$ cat src/rtl/fft_x4_input_collector.sv
// rtl/fft_x4_input_collector.sv - serial-to-parallel 4-sample loader for the radix-4 butterfly
//
// Collects one complex sample per accepted cycle into groups of four (slot 0 =
// oldest) and presents each group for exactly one cycle on o_valid. Each sample
// is arithmetically right-shifted by SHIFT on entry so the butterfly's 4-point
// sum cannot wrap. A frame may end early (i_last before slot 3); the missing
// slots are then zero-padded and o_short is raised.
//
// Ports:
//   i_clk, i_rst_n         clock (rising edge), asynchronous active-low reset
//   i_flush                synchronous discard of the partial group, resets frame count
//   i_valid                input sample valid (no backpressure)
//   i_data_i, i_data_q     input sample real / imaginary part
//   i_last                 last sample of frame, qualified by i_valid
//   o_valid                one-cycle pulse: o_dataN_* hold a new group
//   o_data0_i..o_data3_q   slot 0..3 real / imaginary parts, held between groups
//   o_last                 pulse: group contains the frame's last sample
//   o_short                pulse: group was zero-padded
//   o_group_cnt            index of the emitted group within its frame, held

module fft_x4_input_collector #(
   parameter int SIZE_DATA = 16,
   parameter int SHIFT     = 0,
   parameter int CNT_W     = 8
) (
   input  logic                 i_clk,
   input  logic                 i_rst_n,
   input  logic                 i_flush,
   input  logic                 i_valid,
   input  logic [SIZE_DATA-1:0] i_data_i,
   input  logic [SIZE_DATA-1:0] i_data_q,
   input  logic                 i_last,
   output logic                 o_valid,
   output logic [SIZE_DATA-1:0] o_data0_i,
   output logic [SIZE_DATA-1:0] o_data0_q,
   output logic [SIZE_DATA-1:0] o_data1_i,
   output logic [SIZE_DATA-1:0] o_data1_q,
   output logic [SIZE_DATA-1:0] o_data2_i,
   output logic [SIZE_DATA-1:0] o_data2_q,
   output logic [SIZE_DATA-1:0] o_data3_i,
   output logic [SIZE_DATA-1:0] o_data3_q,
   output logic                 o_last,
   output logic                 o_short,
   output logic [CNT_W-1:0]     o_group_cnt
);

   // Pre-scaled current sample (floor division by 2^SHIFT, width preserved)
   logic signed [SIZE_DATA-1:0] smp_i;
   logic signed [SIZE_DATA-1:0] smp_q;

   assign smp_i = $signed(i_data_i) >>> SHIFT;
   assign smp_q = $signed(i_data_q) >>> SHIFT;

   // Staging has four entries so the slot index never leaves the array;
   // entry 3 is never written because slot 3 always completes a group.
   logic [SIZE_DATA-1:0] stg_i [4];
   logic [SIZE_DATA-1:0] stg_q [4];
   logic [SIZE_DATA-1:0] out_i [4];
   logic [SIZE_DATA-1:0] out_q [4];
   logic [1:0]           slot;
   logic [CNT_W-1:0]     grp_cnt;

   always_ff @(posedge i_clk or negedge i_rst_n) begin
      if (!i_rst_n) begin
         for (int j = 0; j < 4; j++) begin
            stg_i[j] <= '0;
            stg_q[j] <= '0;
            out_i[j] <= '0;
            out_q[j] <= '0;
         end
         slot        <= 2'd0;
         grp_cnt     <= '0;
         o_valid     <= 1'b0;
         o_last      <= 1'b0;
         o_short     <= 1'b0;
         o_group_cnt <= '0;
      end else begin
         o_valid <= 1'b0;
         o_last  <= 1'b0;
         o_short <= 1'b0;
         if (i_flush) begin
            // Flush beats a simultaneous sample; stale staging is simply
            // overwritten by the next group.
            slot    <= 2'd0;
            grp_cnt <= '0;
         end else if (i_valid) begin
            if (slot == 2'd3 || i_last) begin
               for (int j = 0; j < 4; j++) begin
                  if (2'(j) < slot) begin
                     out_i[j] <= stg_i[j];
                     out_q[j] <= stg_q[j];
                  end else if (2'(j) == slot) begin
                     out_i[j] <= smp_i;
                     out_q[j] <= smp_q;
                  end else begin
                     out_i[j] <= '0;
                     out_q[j] <= '0;
                  end
               end
               o_valid     <= 1'b1;
               o_last      <= i_last;
               o_short     <= i_last && (slot != 2'd3);
               o_group_cnt <= grp_cnt;
               grp_cnt     <= i_last ? '0 : grp_cnt + CNT_W'(1);
               slot        <= 2'd0;
            end else begin
               stg_i[slot] <= smp_i;
               stg_q[slot] <= smp_q;
               slot        <= slot + 2'd1;
            end
         end
      end
   end

   assign o_data0_i = out_i[0];
   assign o_data0_q = out_q[0];
   assign o_data1_i = out_i[1];
   assign o_data1_q = out_q[1];
   assign o_data2_i = out_i[2];
   assign o_data2_q = out_q[2];
   assign o_data3_i = out_i[3];
   assign o_data3_q = out_q[3];

endmodule

$ cat config.mk
export PLATFORM = sky130hd
export DESIGN_NAME = fft_x4_input_collector
export DESIGN_NICKNAME = d
export VERILOG_FILES = /design/src/rtl/fft_x4_input_collector.sv
export SDC_FILE = /design/constraint.sdc
export NUM_CORES = 1
export LEC_CHECK = 0
export CAP_MARGIN = 20
export CORE_MARGIN = 10
export CORE_UTILIZATION = 30
export CTS_CLUSTER_SIZE = 10
export DETAILED_ROUTE_END_ITERATION = 8
export SYNTH_ARGS = -nofsm -noshare
export SYNTH_HDL_FRONTEND = slang
export SYNTH_SLANG_ARGS = --single-unit
$ cat constraint.sdc
create_clock -name i_clk -period 2.2 [get_ports i_clk]
set_input_delay 0.55 -clock i_clk [delete_from_list [all_inputs] [get_ports i_clk]]
set_output_delay 0.55 -clock i_clk [all_outputs]
set_load 0.05 [all_outputs]
[Yosys cells after proc, flatten, opt, wreduce, memory -nomap -nowiden]
Cells that the tools add are included.
Word-level totals
  register bits after elaboration: 277
  bits of input ports: 37
  output and inout port bits: 139
  logic and storage cells: 83
Cells by class
  add/sub/neg operators: 2
  order comparisons: 6
  equal/unequal tests: 5
  mux-type cells: 36
  bitwise operators: 3
  reduce and logical (&&, ||, !) cells: 9
Operator list (number)
  $mux W16: 17
  $bwmux W64: 2
  $demux W16 S2: 1
  $mux W8: 4
  $mux W1: 9
  $add A8 B1 Y8 const B: 1
  $mux W2: 3
  $reduce_and A3 Y1: 2
  $eq A2 B2 Y1 const A: 2
  $lt A1 B2 Y1 const A: 2
  $lt A2 B2 Y1 const A: 2
  $reduce_bool A2 Y1: 2
  $ge A3 B3 Y1 const B: 1
  $lt A3 B1 Y1 const B: 1
  $not A2 Y3: 1
  $add A2 B1 Y2 const B: 1
  $eq A1 B2 Y1 const A: 1
  $eq A2 B2 Y1 const B: 1
  $logic_and A1 B1 Y1: 2
  $logic_not A2 Y1: 1
  $ne A2 B2 Y1 const B: 1
  $not A1 Y1: 2
  $reduce_and A2 Y1: 1
  $logic_or A1 B1 Y1: 1

[Longest topological paths before layout]
  depth in word-level cells: 6
  mapped depth: 8
  gate-level depth less buffers: 5

[Worst setup path before layout]
Ideal clock, no wire load.
  path kind: register -> register
  from: register slot[1]
  to: register out_i (netlist bit o_data0_i[0])
  library setup time: 0.133 ns
  arrival: 2.024 ns
  required time: 2.067 ns
  slack: 0.043 ns
  cell stages (with the launch flop): 9
  path buffers: 4
  period minus slack after synthesis: 2.157 ns
  cells stage by stage: dfrtp_1 > clkbuf_1 > inv_1 > clkbuf_1 > ha_1 > buf_2 > buf_1 > mux2i_1 > o21ai_0
Between the ends
  word-level cells in the longest chain between the ends: 3
  elaborated cells on any way between the ends: 7
  classes of those cells: 1 x order compare; 1 x eq/ne; 2 x mux; 3 x reduce/logical
RTL lines
  from (decl): line 60  | logic [1:0] slot;
  from (signal assigned): line 109  | slot <= slot + 2'd1;
  $eq A2 B2 Y1 or $logic_not A2 Y1 (tied branches): line 87, 92
  $logic_or A1 B1 Y1 or $mux W16 (tied branches): line 87, 92
  $reduce_and A3 Y1 (no line) or $mux W16 (tied branches)
  to (signal, indexed assignment): line 90  | out_i[j] <= stg_i[j];
  to (signal, indexed assignment): line 93  | out_i[j] <= smp_i;
  to (decl): line 58  | logic [SIZE_DATA-1:0] out_i [4];
Several ways; a longest one is shown, not always the timed one.
A chain may end at the register's enable or synchronous reset.

[Worst setup path after layout]
  from: register out_q (netlist bit o_data1_q[1])
  to: output port o_data1_q[1]
RTL lines
  from (decl): line 59  | logic [SIZE_DATA-1:0] out_q [4];
  from (signal, indexed assignment): line 91  | out_q[j] <= stg_q[j];
  from (signal, indexed assignment): line 94  | out_q[j] <= smp_q;
  to (decl): line 37  | output logic [SIZE_DATA-1:0] o_data1_q,
No word-level cell between the ends.

==> metrics.md <==
| Metric | Value |
|---|---|
| Sw Ratio | 0.319 |
| Synth Area in Compound Gates | 0.0937 |
| GPL Wtd Cong | 0.753 |
| Worst-Skew Late Latency | 0.55 ns |
| Post-Synth XOR/XNOR Area | 0 |
| CTS tree | done |
| Initial Util | 0.305 |
| CP required | 1.65 ns |
| Via-per-instance ratio | 5.05 |
| Worst Slack Setup Final | 0.142 ns |
| # setup viols final | 0 |
| DP Area | 0.0131 sq mm |
| Post-synthesis sequential area ratio | 0.581 |
| Cell count after synthesis | 869 |
| WHS Path Cells | 1 |
| Clk pin slew, worst setup/hold paths | 0.06 ns |
| Routed Antenna Nets | 0 |
| Critical Path Max Stage Delay | 0.56 ns |
| CP bufs+invs | 1 |
| Placed insts | 1474 |
| Largest net degree at the start of global routing | 62 |
| Final hold viol count | 0 |
| Clock Skews | 0.0206 ns |
| Fin Setup TNS | 0 ns |
| Sequential Power Share | 0.441 |
| Worst r2r src | slot[0] |
| H-Tree Depth | 1 |
| CP max FO | 2 |
| DRC | 0 |
| Most numerous cell in the Yosys netlist | dfrtp_1 |
| TritonCTS Sinks | 245 |
| Syn_nets | 911 |
| Number of global-route vias before repair | 7968 |
| R2R Setup Slk | 0.30 ns |
| Slowest-stage cell, CP | dlygate4sd2_1 |
| Drt initial violations | 332 |
| Worst-margin pin slew | 0.534 ns |
| Largest cells by area after synthesis | dfrtp_1, mux2_2, mux2_4 |
| Min Clock Period, post-route | 2.06 ns |
| Syn_area_per_cell | 12.1 sq um |
| Top-level I/O count | 176 |
| First-pass GRT wire length | 49600 um |
| Top cell type by total area after synthesis | dfrtp_1 |
| Top Family by Delay on Critical Path | buffers and inverters |
| HPWL Detailed | 20700 um |
| Synth Area in Adders | 0.00593 |
| Netlist Area Pre-Place | 0.0106 sq mm |
| TritonCTS buffer count | 29 |
| Combinational family with the most area after synthesis | multiplexers |
| #FFs+latches synth | 245 |
| Routed WL | 31000 um |
| Combinational power share | 0.225 |
| Fmax | 486 MHz |
| Maximum vdd ir drop | 0.000532 V |
| YS warnings | 0 |
| Leakage power | 6.52 nW |
| Main synth FF type | dfrtp_1 |
| Clock tree buffer depth | 3 |
| GRT Util Overall | 0.141 |
| Hold Crit Class | reg -> reg |
| Worst Setup Start Kind | flop |
| Asr flop ratio synth | 1.00 |
| Core area | 0.0346 sq mm |
| Status | completed |
| CP Cell Sequence | dlygate4sd2_1 |
| Tcrit/Tclk final | 0.936 |
| Area grow syn2layout | 30.3% |
| Clock network fraction of total power | 0.334 |
| Slew Limit Fails | 0 |
| Min-Delay Endpoint | o_data3_q[8] |
| Post-route cell area | 0.0138 sq mm |
| Site Rows | 68 |
| EDFF count, synth | 0 |
| Initial antenna violation count | 2 |
| Critical Path Source | o_data1_q[1] |
| R2R Path End | stg_q[46] |
| Vias | 7647 |
| Pre-CTS WS | -0.0972 ns |
| Maxcap violations | 0 |
| Layout cells sized above 1 | 0.209 |
| Share of the synthesized area in the top cell type | 0.581 |
| DIE WIDTH | 208 um |
| Die Height | 208 um |
| Clock root buffer | clkbuf_16 |
| Simple-gate share of the synthesized area | 0.124 |
| Final #Nets | 1093 |
| Hold wc startpoint | o_data3_q[8] |
| Post-synth cell types | 38 |
| DIE AREA | 0.0431 sq mm |
| Fin cells | 1514 |
| Crit Path Category | reg -> out |
| Slew headroom | 0.646 |
| Post-synthesis mux area share | 0.156 |
| Worst Setup End Kind | output pin |
| Worst-case reg-to-reg path depth | 6 |
| Crit path DAT | 1.51 ns |
| RSZ-0062 raised after global routing | false |
| Total grt overflow | 0 |
| Port bufs | 175 |
| Commonest cells post-synth | dfrtp_1, nand3_1, nand2_1 |
| PnR Total Power | 12.5 mW |
| P_int | 8.49 mW |
| Router iterations before antenna repair | 4 |
| Wirelength per Cell | 20.5 um |
| P_sw | 3.97 mW |
| PwrDens | 906 mW/mm^2 |
==> flip-flops by register name, indices dropped and copies added, names as in the netlist <==
name and flops:
o_data3_q 16, o_data0_i 16, o_last 1, stg_i 48, o_valid 1, o_data0_q 16, stg_q 48, o_data1_i 16
o_group_cnt 8, o_data1_q 16, o_data2_q 16, o_data3_i 16, grp_cnt 8, o_short 1, o_data2_i 16, slot 2
==> stage by stage <==
step	hold WS, ns	utilization
floorplan	0.254	-
global placement	0.484	0.379
detailed placement	0.483	0.379
CTS	0.495	0.397
global route	0.504	0.397
finish	0.492	0.397
==> final cells by class <==
cell class                      instances  area [sq um]
Clock buffer                           36           762
Inverter                                8          30.0
Sequential cell                       245          6130
Antenna cell                            1          2.50
Fill cell                            3333         20900
Timing Repair Buffer                  227          2210
Multi-Input combinational cell        540          4030
Tap cell                              455           569
Clock inverter                          2          17.5
==> kinds of logic (layout without fill, tap and decap cells) <==
kind of cell    after synthesis  in the layout
fa+ha+maj                     5              5
compound gates              151            151
flops                       245            245
simple gates                248            248
buf+inv                      84            273
mux                         136            136
other cells                   0              1
==> worst max-delay path by stage <==
stage	to	slack (ns)	depth (start not counted)
floorplan	o_data0_i[0]	0.04	8
global placement	stg_q[21]	-0.09	6
detailed placement	stg_q[25]	-0.1	6
CTS	o_data2_i[15]	0.11	1
global route	o_data2_i[15]	0.06	1
finish	o_data1_q[1]	0.14	1
==> per-layer routing <==
layer	share of wire	track usage	routed length [um]
met5	0.00058	0	18
met4	0.015	0.0289	457
met3	0.061	0.0385	1880
met2	0.47	0.228	14700
met1	0.45	0.185	14000
==> what timing repair did <==
action                                  in CTS  in global routing
endpoints found under the setup margin     117                  0
endpoints found under the hold margin       51                  0
hold buffers                                 1                  0
resized for setup                          117                  0
setup buffers                                0                  0
==> power groups by stage <==
stage / Combinational (mW) / Clock, mW / Sequential (mW)
finish: 2.80 / 4.16 / 5.49
global route: 3.00 / 4.50 / 5.57
CTS: 2.85 / 4.30 / 5.49
detailed placement: 3.03 / 0 / 5.57
global placement: 2.99 / 0 / 5.56
floorplan: 0.825 / 0 / 6.55
==> cell usage in the layout (no fill, tap or decap), drive strengths merged, types with 9 or more instances in the layout <==
| cell type | synthesis | final |
|---|---|---|
| nand3 | 72 | 72 |
| nand2 | 67 | 67 |
| a22o | 32 | 32 |
| mux2i | 34 | 34 |
| nand3b | 34 | 34 |
| mux2 | 102 | 102 |
| clkdlybuf4s50 | 0 | 35 |
| dlygate4sd2 | 0 | 117 |
| inv | 8 | 9 |
| o21ai | 40 | 40 |
| buf | 29 | 74 |
| dfrtp | 245 | 245 |
| nor3 | 60 | 60 |
| clkbuf | 47 | 36 |
| a31oi | 62 | 62 |
Power figures use the tool's default switching activity.
